--- config.mk ---
export PLATFORM = sky130hd
export DESIGN_NAME = prng_uart_feeder
export DESIGN_NICKNAME = d
export VERILOG_FILES = /design/src/rtl/prng_uart_pkg.sv /design/src/rtl/prng_uart_feeder.sv
export SDC_FILE = /design/constraint.sdc
export NUM_CORES = 1
export LEC_CHECK = 0
export ABC_AREA = 1
export CAP_MARGIN = 20
export CORE_MARGIN = 2
export CORE_UTILIZATION = 35
export CTS_CLUSTER_SIZE = 25
export DETAILED_ROUTE_END_ITERATION = 10
export GPL_ROUTABILITY_DRIVEN = 0
export SLEW_MARGIN = 40
export SYNTH_ARGS = -nofsm -noshare
export SYNTH_HDL_FRONTEND = slang
export SYNTH_SLANG_ARGS = --single-unit
--- constraint.sdc ---
create_clock -name clk -period 2.25 [get_ports clk]
set_input_delay 0.225 -clock clk [delete_from_list [all_inputs] [get_ports clk]]
set_output_delay 0.225 -clock clk [all_outputs]
set_load 0.005 [all_outputs]
--- src/rtl/prng_uart_pkg.sv ---
// prng_uart_pkg: shared state encoding and byte-order helper for the PRNG-to-UART feeder
package prng_uart_pkg;

    typedef enum logic [1:0] {
        FEED_IDLE = 2'd0,
        FEED_REQ  = 2'd1,
        FEED_REL  = 2'd2
    } feed_state_t;

    // Maps the transmit-order index onto the byte lane of the word
    function automatic int byte_sel(input bit msb_first, input int bytes, input int idx);
        return msb_first ? bytes - 1 - idx : idx;
    endfunction

endpackage

--- src/rtl/prng_uart_feeder.sv ---
// prng_uart_feeder: splits PRNG words into bytes and hands them to uart_tx with stall detection
module prng_uart_feeder
    import prng_uart_pkg::*;
#(
    parameter int WORD_W      = 32,
    parameter bit MSB_FIRST   = 1'b1,
    parameter int TIMEOUT_CYC = 64,
    parameter int CNT_W       = 16
) (
    input  logic              clk,
    input  logic              ap_rst,
    input  logic              in_valid,
    input  logic [WORD_W-1:0] in_data,
    output logic              in_ready,
    input  logic              parity_en,
    output logic              tx_ready,
    input  logic              tx_valid,
    output logic [7:0]        tx_data,
    output logic              tx_parity,
    output logic              busy,
    output logic              err_timeout,
    input  logic              err_clr,
    output logic [CNT_W-1:0]  words_sent
);

    localparam int BYTES = WORD_W / 8;
    localparam int IDX_W = BYTES > 1 ? $clog2(BYTES) : 1;
    localparam int TO_W  = $clog2(TIMEOUT_CYC);

    feed_state_t       state;
    logic [WORD_W-1:0] word;
    logic [IDX_W-1:0]  byte_idx;
    logic [TO_W-1:0]   to_cnt;
    logic              last;
    logic              timeout_hit;
    logic              req_done;
    logic              rel_done;
    logic              accept;
    logic              moving;

    assign last        = byte_idx == IDX_W'(BYTES - 1);
    assign timeout_hit = state != FEED_IDLE && to_cnt == TO_W'(TIMEOUT_CYC - 1);
    assign req_done    = state == FEED_REQ && tx_valid;
    assign rel_done    = state == FEED_REL && !tx_valid;
    assign in_ready    = state == FEED_IDLE || (rel_done && last && !timeout_hit);
    assign accept      = in_valid && in_ready;
    assign moving      = req_done || rel_done || timeout_hit;
    assign busy        = state != FEED_IDLE;

    // Cycles spent waiting on the current handshake edge; restarts on every state change
    always_ff @(posedge clk) begin
        if (ap_rst || state == FEED_IDLE || moving)
            to_cnt <= '0;
        else
            to_cnt <= to_cnt + 1'b1;
    end

    // Handshake FSM with registered uart_tx-facing outputs; a stall abort outranks everything
    always_ff @(posedge clk) begin
        if (ap_rst) begin
            state       <= FEED_IDLE;
            word        <= '0;
            byte_idx    <= '0;
            tx_ready    <= 1'b0;
            tx_data     <= 8'h00;
            tx_parity   <= 1'b0;
            err_timeout <= 1'b0;
            words_sent  <= '0;
        end else begin
            if (timeout_hit)
                err_timeout <= 1'b1;
            else if (err_clr)
                err_timeout <= 1'b0;
            if (rel_done && last && !timeout_hit)
                words_sent <= words_sent + 1'b1;
            if (timeout_hit) begin
                state    <= FEED_IDLE;
                tx_ready <= 1'b0;
                byte_idx <= '0;
            end else if (accept) begin
                word      <= in_data;
                tx_parity <= parity_en;
                byte_idx  <= '0;
                tx_data   <= in_data[8*byte_sel(MSB_FIRST, BYTES, 0) +: 8];
                tx_ready  <= 1'b1;
                state     <= FEED_REQ;
            end else if (req_done) begin
                tx_ready <= 1'b0;
                state    <= FEED_REL;
            end else if (rel_done) begin
                if (last) begin
                    state <= FEED_IDLE;
                end else begin
                    byte_idx <= byte_idx + 1'b1;
                    tx_data  <= word[8*byte_sel(MSB_FIRST, BYTES, int'(byte_idx) + 1) +: 8];
                    tx_ready <= 1'b1;
                    state    <= FEED_REQ;
                end
            end
        end
    end

endmodule

# ---- Yosys cells after proc, flatten, opt, wreduce, memory -nomap -nowiden
# Index checks and enable logic that the tools add are counted.
dict set report word_totals {
  register_bits 69
  inputBits 38
  out_inout_bits 29
  elab_cells 65
}
dict set report op_classes {
  add_sub_neg 5
  eq_ne 7
  n_shift 1
  muxes 14
  bitwise_logic 3
  reduce_logical 25
}
# cell n
set ops {}
lappend ops {{two-way mux 8 bit} 4}
lappend ops {{indexed part select 32 x 7 -> 8 bit} 1}
lappend ops {{adder 16 x 1 -> 16 bit, second input constant} 1}
lappend ops {{two-way mux 1 bit} 8}
lappend ops {{nonzero test 2 bit} 4}
lappend ops {{adder 6 x 1 -> 6 bit, second input constant} 1}
lappend ops {{== test 6 bit, second input constant} 1}
lappend ops {{logical AND 1 bit} 6}
lappend ops {{logical OR 1 bit} 5}
lappend ops {{== test 2 bit, second input constant} 2}
lappend ops {{two-way mux 2 bit} 2}
lappend ops {{inequality test 2 x 1 -> 1 bit, second input constant} 2}
lappend ops {{AND reduction 2 bit} 2}
lappend ops {{AND reduction 4 bit} 1}
lappend ops {{subtractor 2 x 3 -> 4 bit, first input constant} 1}
lappend ops {{adder 2 x 1 -> 3 bit, second input constant} 1}
lappend ops {{inequality test 3 x 1 -> 1 bit, second input constant} 1}
lappend ops {{inverter 1 bit} 3}
lappend ops {{AND reduction 3 bit} 1}
lappend ops {{nonzero test 3 bit} 1}
lappend ops {{OR reduction 3 bit} 1}
lappend ops {{adder 2 x 1 -> 2 bit, second input constant} 1}
lappend ops {{== test 2 x 1 -> 1 bit, second input constant} 1}
lappend ops {{zero test 1 bit} 2}
lappend ops {{other kinds (2)} 2}

# ---- Longest topological paths before layout
# Gate-level depths: netlist (run 1).
dict set report logic_depth {
  word_depth 8
  depth_mapped 13
  ltp_nobuf 12
}

# ---- Worst setup path before layout (run 1)
# Ideal clock, no wire load.
dict set report synth_timing {
  kind {flip-flop to flip-flop}
  from {register to_cnt[0]}
  to {register tx_data[5]}
  setup_ns 0.113
  arrival_time_ns 1.465
  required_ns 2.137
  setup_slack_ns 0.673
  path_stages_with_launch 14
  path_buffers 1
  period_less_slack_ns 1.577
  cell_sequence {dfxtp_1 -> ha_1 -> nand3_1 -> inv_1 -> nand2_2 -> nand2_4 -> nand2_8 -> nand2_8 -> nand2_4 -> nand2_4 -> buf_6 -> nand2_1 -> nand2_1 -> nor2_1}
}
dict set report synth_between {
  elab_chain_len 8
  elab_cells_between_ends 12
  classes_between {eq/ne (3); mux (1); bitwise (1); reduce/logical (7)}
}
# item line_no
set synth_lines {}
lappend synth_lines {{start: declaration} prng_uart_feeder.sv:33} ;# logic [TO_W-1:0] to_cnt;
lappend synth_lines {{start signal: assignment} prng_uart_feeder.sv:55} ;# to_cnt <= to_cnt + 1'b1;
lappend synth_lines {{== test 6 bit *} prng_uart_feeder.sv:42} ;# assign timeout_hit = state != FEED_IDLE && to_cnt == TO_W'(TIMEOUT_CYC - 1);
lappend synth_lines {{logical AND 1 bit *} prng_uart_feeder.sv:42}
lappend synth_lines {{zero test 1 bit *} prng_uart_feeder.sv:45} ;# assign in_ready = state == FEED_IDLE || (rel_done && last && !timeout_hit);
lappend synth_lines {{logical AND 1 bit *} prng_uart_feeder.sv:45}
lappend synth_lines {{logical OR 1 bit *} prng_uart_feeder.sv:45}
lappend synth_lines {{named net in_ready} prng_uart_feeder.sv:14} ;# output logic in_ready,
lappend synth_lines {{logical AND 1 bit *} prng_uart_feeder.sv:46} ;# assign accept = in_valid && in_ready;
lappend synth_lines {{inequality test 2 x 1 -> 1 bit (no source line) or nonzero test 2 bit (tied branches)} --}
lappend synth_lines {{AND reduction 4 bit (no source line)} --}
lappend synth_lines {{end signal: assignment} prng_uart_feeder.sv:84} ;# tx_data <= in_data[8*byte_sel(MSB_FIRST, BYTES, 0) +: 8];
lappend synth_lines {{end signal: assignment} prng_uart_feeder.sv:95} ;# tx_data <= word[8*byte_sel(MSB_FIRST, BYTES, int'(byte_idx) + 1) +: 8];
lappend synth_lines {{end: declaration} prng_uart_feeder.sv:18} ;# output logic [7:0] tx_data,
# Mark *: on every way through the listed nets, which the timed path passes. The rest lies on a longest branch.
# A chain may end at the register's enable or synchronous reset.

# ---- Final worst setup path (run 1)
dict set report layout_timing {
  from {register to_cnt[0]}
  to {output in_ready}
}
dict set report layout_between {
  elab_chain_len 5
}
# item line_no
set layout_lines {}
lappend layout_lines {{== test 6 bit} prng_uart_feeder.sv:42}
lappend layout_lines {{logical AND 1 bit} prng_uart_feeder.sv:42}
lappend layout_lines {{zero test 1 bit} prng_uart_feeder.sv:45}
lappend layout_lines {{logical AND 1 bit} prng_uart_feeder.sv:45}
lappend layout_lines {{logical OR 1 bit} prng_uart_feeder.sv:45}
lappend layout_lines {{end: declaration} prng_uart_feeder.sv:14}
# No other way between the ends.

==> out/results.ini, run 1 <==
[outcome]
run_status=complete, no violations

[global_route]
antenna_found_initial=0
grt_first_pass_wirelength_um=12900
grtUsageTotal=0.159
grt_overflow_total=0
grt_max_degree=53
first_global_vias=2845

[worst_setup_path]
critical_path_start_end_classification=register to output pin
crit_top_cell=sky130_fd_sc_hd__nand2_4
startpoint_type=register
critical_path.cell_chain=ha_1 -> nand3_1 -> inv_1 -> nand2_4 -> nand2_4 -> nand2_8 -> clkdlybuf4s50_1
end_kind=output pin
critical_path.slowest_cell=sky130_fd_sc_hd__clkdlybuf4s50_1
worst-path-buf-inv=2
timing.critical_path.required_ps=2030
worst_ep_arrival_time_ps=1920
critical-path-max-stage-delay_ps=540
critical_path.top_delay_family=buffers and inverters
critPathMaxFanout=10

[worst_hold_path]
worst_hold_path_type=register to register

[clocking]
post-cts-setup-buffers=0
clock_slew_seen_by_the_registers_of_the_worst_setup_and_hold_paths_ps=70
tritoncts=yes
worst_case_clock_buffer_depth=2
insertion_delay_ps=340
htree_levels=3
holdBufCountCts=0
cts_made_buffers=9
cts_num_sinks=69
ctsResizeCount=0
ctsRootBufferMaster=sky130_fd_sc_hd__clkbuf_8

[floorplanning]
fp.coreArea_um2=9110
placement_rows=35
die-area_um2=10000
dieHeight_um=100
floorplan.io_pins=67
initial_utilization=0.354
die_width_um=100

[pwr]
power-per-cell-area_nw_per_um2=659
p_leak_uw=0.00174
ir_drop_uv=304

[synth]
part_of_the_yosys_area_used_for_sequential_elements=0.428
synth_simple_gate_area_frac=0.333
synth-seq-cells=69
syn_inst=482
syn_nets=523
synthDistinctLibCells=28
compound_gate_portion_of_the_synthesized_area=0.133
yosys_warnings=0
synthesis.area_per_instance_um2=6.69
post_synth_adder_cell_area=0.0116
mappedNetlistArea_um2=3220
synth_top_family_by_area=simple AND/OR/NAND/NOR gates
multiplexer_area_fraction_after_synthesis=0
synth-xor-area-share=0.00815

[timing]
setup_repair_after_global_routing_missed_its_margin=false
tightestPinTransition_ps=506
final-hold-violation-count=0
fin_crit_sh=0.955
setup_violations=0
slew-limit-headroom=0.661
setup-tns-final_ps=0
clock-skew-final_ps=6.79
fin_crit_ps=2150
report.final.slew_viol_count=0
max_clock_freq_mhz=466
final.hold.worst_slack_ps=453

[finish]
nets=587
area_delta_synth_final_pct=28.9
diodes=0
share_of_cells_above_drive_strength_1=0.0546

[detailed_routing]
drc_errors=0
dr.first_iter.drc_count=160
avgViaCountPerCell=4.64
detail_route.wl_per_cell_um=11.5
wl_um=7570
antenna_left=0
first_pass_iters=4
via_count=3063

[job]
drv.max_cap_violation_count=0

[place]
dp.final_hpwl_um=5550
port_buffers=66

[worst paths after layout]
path / slack [ps] / cells after the start / end / startpoint
hold reg to reg: 450 / 1 / to_cnt[0]$_SDFF_PP0_ / to_cnt[0]$_SDFF_PP0_
hold / removal: 450 / 1 / to_cnt[0]$_SDFF_PP0_ / to_cnt[0]$_SDFF_PP0_
setup reg to reg: 340 / 10 / tx_data[7]$_SDFFE_PP0P_ / byte_idx[0]$_SDFFE_PP0P_
setup / recovery: 100 / 7 / in_ready / to_cnt[0]$_SDFF_PP0_
[layer usage]
metal	global-route usage	wire (µm)
met5	0	0
met4	0.0569	60
met3	0.0272	318
met2	0.241	3200
met1	0.228	3990
[synthesized netlist by cell type]
| cell type | count | area (µm²) |
|---|---|---|
| sky130_fd_sc_hd__clkinv_1 | 2 | 7.51 |
| sky130_fd_sc_hd__and3_1 | 1 | 6.26 |
| sky130_fd_sc_hd__nor3b_1 | 1 | 7.51 |
| sky130_fd_sc_hd__a21oi_1 | 41 | 205 |
| sky130_fd_sc_hd__xor2_1 | 2 | 17.5 |
| sky130_fd_sc_hd__nand3_2 | 1 | 10.0 |
| sky130_fd_sc_hd__nor2_2 | 3 | 18.8 |
| sky130_fd_sc_hd__o21a_1 | 1 | 7.51 |
| sky130_fd_sc_hd__nor4_1 | 1 | 6.26 |
| sky130_fd_sc_hd__ha_1 | 3 | 37.5 |
| sky130_fd_sc_hd__buf_2 | 8 | 40.0 |
| sky130_fd_sc_hd__nor2_1 | 113 | 424 |
| sky130_fd_sc_hd__xnor2_1 | 1 | 8.76 |
| sky130_fd_sc_hd__nand2_2 | 1 | 6.26 |
| sky130_fd_sc_hd__nand2_1 | 101 | 379 |
| sky130_fd_sc_hd__nand3_1 | 20 | 100 |
| sky130_fd_sc_hd__inv_1 | 44 | 165 |
| sky130_fd_sc_hd__buf_1 | 1 | 3.75 |
| sky130_fd_sc_hd__inv_2 | 2 | 7.51 |
| sky130_fd_sc_hd__buf_4 | 2 | 15.0 |
| sky130_fd_sc_hd__nand2_4 | 3 | 33.8 |
| sky130_fd_sc_hd__dfxtp_1 | 69 | 1380 |
| sky130_fd_sc_hd__nand2_8 | 2 | 40.0 |
| sky130_fd_sc_hd__nor3_1 | 6 | 30.0 |
| sky130_fd_sc_hd__clkbuf_1 | 7 | 26.3 |
| sky130_fd_sc_hd__nand4_1 | 2 | 12.5 |
| sky130_fd_sc_hd__o21ai_0 | 43 | 215 |
| sky130_fd_sc_hd__buf_6 | 1 | 11.3 |
[flip-flops by register name, indices dropped and copies added (netlist names)]
register / cells
tx_parity: 1
state: 2
tx_ready: 1
words_sent: 16
to_cnt: 6
err_timeout: 1
word: 32
byte_idx: 2
tx_data: 8
[worst reg2reg max path: cells and delay by family (launching register included)]
kind          cells  cell delay, ps
simple gates      8             760
buf+inv           2             690
flops             1             350
[cell type report]
class,count,area [µm²]
clock buffer,12,145
clock inverter,2,35.0
fill,968,4950
inverter,48,180
multi-input combinational,346,1570
sequential,69,1380
tap,111,139
timing repair buffer,72,706
[stage by stage]
| step | total power, µW | std cells | cell area, µm² | util | worst slack (ps) |
|---|---|---|---|---|---|
| floorplan | 1620 | 482 | 3220 | - | 673 |
| global route | 2870 | 660 | 4160 | 0.456 | 18.7 |
| CTS | 2760 | 660 | 4150 | 0.456 | 58.2 |
| detailed placement | 1790 | 646 | 3970 | 0.436 | 250 |
| finish | 2740 | 660 | 4160 | 0.456 | 102 |
| global placement | 1790 | 646 | 3970 | 0.436 | 275 |
[cell families after synthesis]
group                    count (synthesis)
XOR/XNOR                                 3
buffers and inverters                   67
adder cells (fa/ha/maj)                  3
AO/OA/AOI/OAI                           85
flip-flops                              69
AND/OR/NAND/NOR                        255
[cells in the final DEF, fill, tap and decap left out, types with 3 or more instances in the layout]
master,synthesis,layout
sky130_fd_sc_hd__nand2_4,3,4
sky130_fd_sc_hd__nor2_2,3,3
sky130_fd_sc_hd__nor2_1,113,113
sky130_fd_sc_hd__dfxtp_1,69,69
sky130_fd_sc_hd__clkbuf_8,0,10
sky130_fd_sc_hd__nor3_1,6,6
sky130_fd_sc_hd__nand3_1,20,20
sky130_fd_sc_hd__inv_1,44,44
sky130_fd_sc_hd__a21oi_1,41,41
sky130_fd_sc_hd__o21ai_0,43,43
sky130_fd_sc_hd__nand2_1,101,101
sky130_fd_sc_hd__clkdlybuf4s50_1,0,66
sky130_fd_sc_hd__ha_1,3,3
sky130_fd_sc_hd__buf_4,2,6
[power by group]
group	switching, µW	internal, µW	leakage [µW]
clock	445	530	0.0000923
sequential	37.0	1300	0.000565
combinational	228	199	0.00108
Note: power is estimated with default switching activity, not from simulation.
==> run 2, diff against run 1 <==
--- a/config.mk
+++ b/config.mk
@@ -8,9 +8,12 @@
 export ABC_AREA = 1
 export CAP_MARGIN = 20
+export CELL_PAD_IN_SITES_DETAIL_PLACEMENT = 1
+export CELL_PAD_IN_SITES_GLOBAL_PLACEMENT = 2
 export CORE_MARGIN = 2
-export CORE_UTILIZATION = 35
+export CORE_UTILIZATION = 27
 export CTS_CLUSTER_SIZE = 25
 export DETAILED_ROUTE_END_ITERATION = 10
 export GPL_ROUTABILITY_DRIVEN = 0
+export PLACE_DENSITY_LB_ADDON = 0.1
 export SLEW_MARGIN = 40
 export SYNTH_ARGS = -nofsm -noshare
==> constraint.sdc (replaced) <==
create_clock -name clk -period 2.25 [get_ports clk]
set_input_delay 0.45 -clock clk [delete_from_list [all_inputs] [get_ports clk]]
set_output_delay 0.45 -clock clk [all_outputs]
set_load 0.005 [all_outputs]
==> out/results.ini, run 2 (synthesis gave the netlist of run 1 again) <==
[finish]
max_flop_register=word
nets=601  ; +2.4%
largest_registers=word (32), words_sent (16), tx_data (8)
area_delta_synth_final_pct=38.1
largest_register_ff_count=32  ; unchanged
layout.cells.most_common=sky130_fd_sc_hd__nor2_1
utilization=0.387  ; -0.0699
layout.cells.most_common_list=sky130_fd_sc_hd__nor2_1 (113), sky130_fd_sc_hd__nand2_1 (101), sky130_fd_sc_hd__dfxtp_1 (69)
diodes=0  ; unchanged
layout.filler_cells=1482  ; +53%
final_cell_area_um2=4450  ; +7.1%
share_of_cells_above_drive_strength_1=0.0850  ; +0.0303

[worst_hold_path]
worst_hold_path_type=register to register
worstHoldPathCells=1  ; unchanged

[clocking]
clock_slew_seen_by_the_registers_of_the_worst_setup_and_hold_paths_ps=50  ; -20 ps
insertion_delay_ps=340  ; about the same
cts_made_buffers=9  ; unchanged
htree_levels=3  ; unchanged
ctsRootBufferMaster=sky130_fd_sc_hd__clkbuf_16
cts_num_sinks=69  ; unchanged
holdBufCountCts=0  ; unchanged
worst_case_clock_buffer_depth=2  ; unchanged
tritoncts=yes

[global_route]
grt_overflow_total=0  ; unchanged
antenna_found_initial=0  ; unchanged
grtUsageTotal=0.164  ; +0.00535
grt_max_degree=31  ; -42%
first_global_vias=3268  ; +15%
grt_first_pass_wirelength_um=16400  ; +27%

[timing]
fin_crit_ps=2030  ; -117 ps
fin_crit_sh=0.903  ; -0.0519
setup_violations=0  ; unchanged
tightestPinTransition_ps=468  ; -37.0 ps
max_clock_freq_mhz=492  ; +5.8%
clock-skew-final_ps=4.82  ; -1.97 ps
final.hold.worst_slack_ps=444  ; -8.96 ps
setup_repair_after_global_routing_missed_its_margin=false
slew-limit-headroom=0.687  ; +0.0264
final-hold-violation-count=0  ; unchanged
report.final.slew_viol_count=0  ; unchanged

[pwr]
ir_drop_uv=419  ; +38%
p_leak_uw=0.00187  ; +7.3%
power-per-cell-area_nw_per_um2=739  ; +12%

[worst_setup_path]
timing.critical_path.required_ps=1800  ; -230 ps
worst_ep_arrival_time_ps=1580  ; -340 ps
critical_path.slowest_cell=sky130_fd_sc_hd__dfxtp_1
critical-path-max-stage-delay_ps=340  ; -200 ps
worst_r2r_path_depth=9  ; -1
crit_top_cell=sky130_fd_sc_hd__nand2_4
end_kind=output pin
critPathMaxFanout=3  ; -7
startpoint_type=register
critical_path_start_end_classification=register to output pin
critical_path.cell_chain=ha_1 -> nand3_1 -> inv_2 -> nand2_4 -> nand2_4 -> nand2_8 -> dlygate4sd2_1

[detailed_routing]
antenna_left=0  ; unchanged
wl_um=9700  ; +28%
first_pass_iters=4  ; unchanged
detail_route.wl_per_cell_um=13.7  ; +19%
dr.first_iter.drc_count=99  ; -38%
via_count=3141  ; +2.5%
drc_errors=0  ; unchanged
avgViaCountPerCell=4.44  ; -4.4%

[floorplanning]
die_width_um=113  ; +13%
floorplan.io_pins=67  ; unchanged
fp.coreArea_um2=11500  ; +26%
initial_utilization=0.280  ; -0.0740
dieHeight_um=113  ; +13%
die-area_um2=12800  ; +28%
placement_rows=39  ; +11%

[place]
port_buffers=66  ; unchanged
postPlaceCellArea_um2=4120  ; +3.8%
dp.final_hpwl_um=7110  ; +28%

[job]
drv.max_cap_violation_count=0  ; unchanged

[outcome]
run_status=complete, no violations

-- run 2: cell types whose count changed in the layout (fill, tap and decap cells not counted), sizes merged --
cell / before / now
dlygate4sd2: 0 / 1
clkinvlp: 0 / 1
clkdlybuf4s50: 66 / 65
clkbuf: 12 / 13
buf: 6 / 20
-- run 2: worst paths after layout --
path                                 to  slack [ps]                 start
max                            in_ready         220  to_cnt[0]$_SDFF_PP0_
min                to_cnt[0]$_SDFF_PP0_         440  to_cnt[0]$_SDFF_PP0_
max reg2reg  words_sent[0]$_SDFFE_PP0P_         390  to_cnt[0]$_SDFF_PP0_
min reg2reg        to_cnt[0]$_SDFF_PP0_         440  to_cnt[0]$_SDFF_PP0_
-- run 2: per-layer routing --
layer  track usage  up-vias  part of all wire
met2         0.265       48              0.44
met3        0.0498        6             0.037
met1         0.214     1415              0.51
met5             0        -                 0
met4        0.0439        0             0.011
li1              -     1672                 -
-- run 2: cell type report --
cell class | instances | area [µm²] | area share
Inverter | 48 | 180 | 0.0405
Sequential cell | 69 | 1380 | 0.310
Tap cell | 143 | 179 | 0.0402
Timing Repair Buffer | 86 | 822 | 0.185
Multi-Input combinational cell | 346 | 1580 | 0.354
Clock inverter | 3 | 42.5 | 0.00956
Clock buffer | 13 | 270 | 0.0607
-- run 2: metrics by stage --
stage / std cells / TNS, ps / power [µW] / setup slack, ps
6_report: 708 / 0 / 3290 / 219
5_1_grt: 708 / 0 / 3470 / 88.8
4_1_cts: 708 / 0 / 3350 / 178
3_5_place_dp: 691 / -33.3 / 1850 / -33.3
3_3_place_gp: 691 / -29.7 / 1830 / -29.7
2_1_floorplan: 482 / 0 / 1620 / 673
-- run 2: critical path, delay by kind of cell (launching register included) --
kind                       cells  cell delay, ps
and+or+nand+nor                4             330
buffers and inverters          2             370
adders and majority gates      1             190
DFF                            1             340
-- run 2: power by group --
| part | leakage, µW | internal, µW | switching, µW |
|---|---|---|---|
| combinational | 0.00115 | 222 | 246 |
| sequential | 0.000565 | 1300 | 40.2 |
| clock | 0.000152 | 947 | 533 |
-- run 2: timing repair --
action / in CTS / in global routing
gates resized for setup: 4 / 0
buffers inserted: 1 / 0
endpoints found under the setup margin: 1 / 0
==> run 3, diff against run 2 <==
- CAP_MARGIN: 20 -> 5
==> results of run 3 <==
The final DEF is identical to that of run 2; final timing and power are the same.
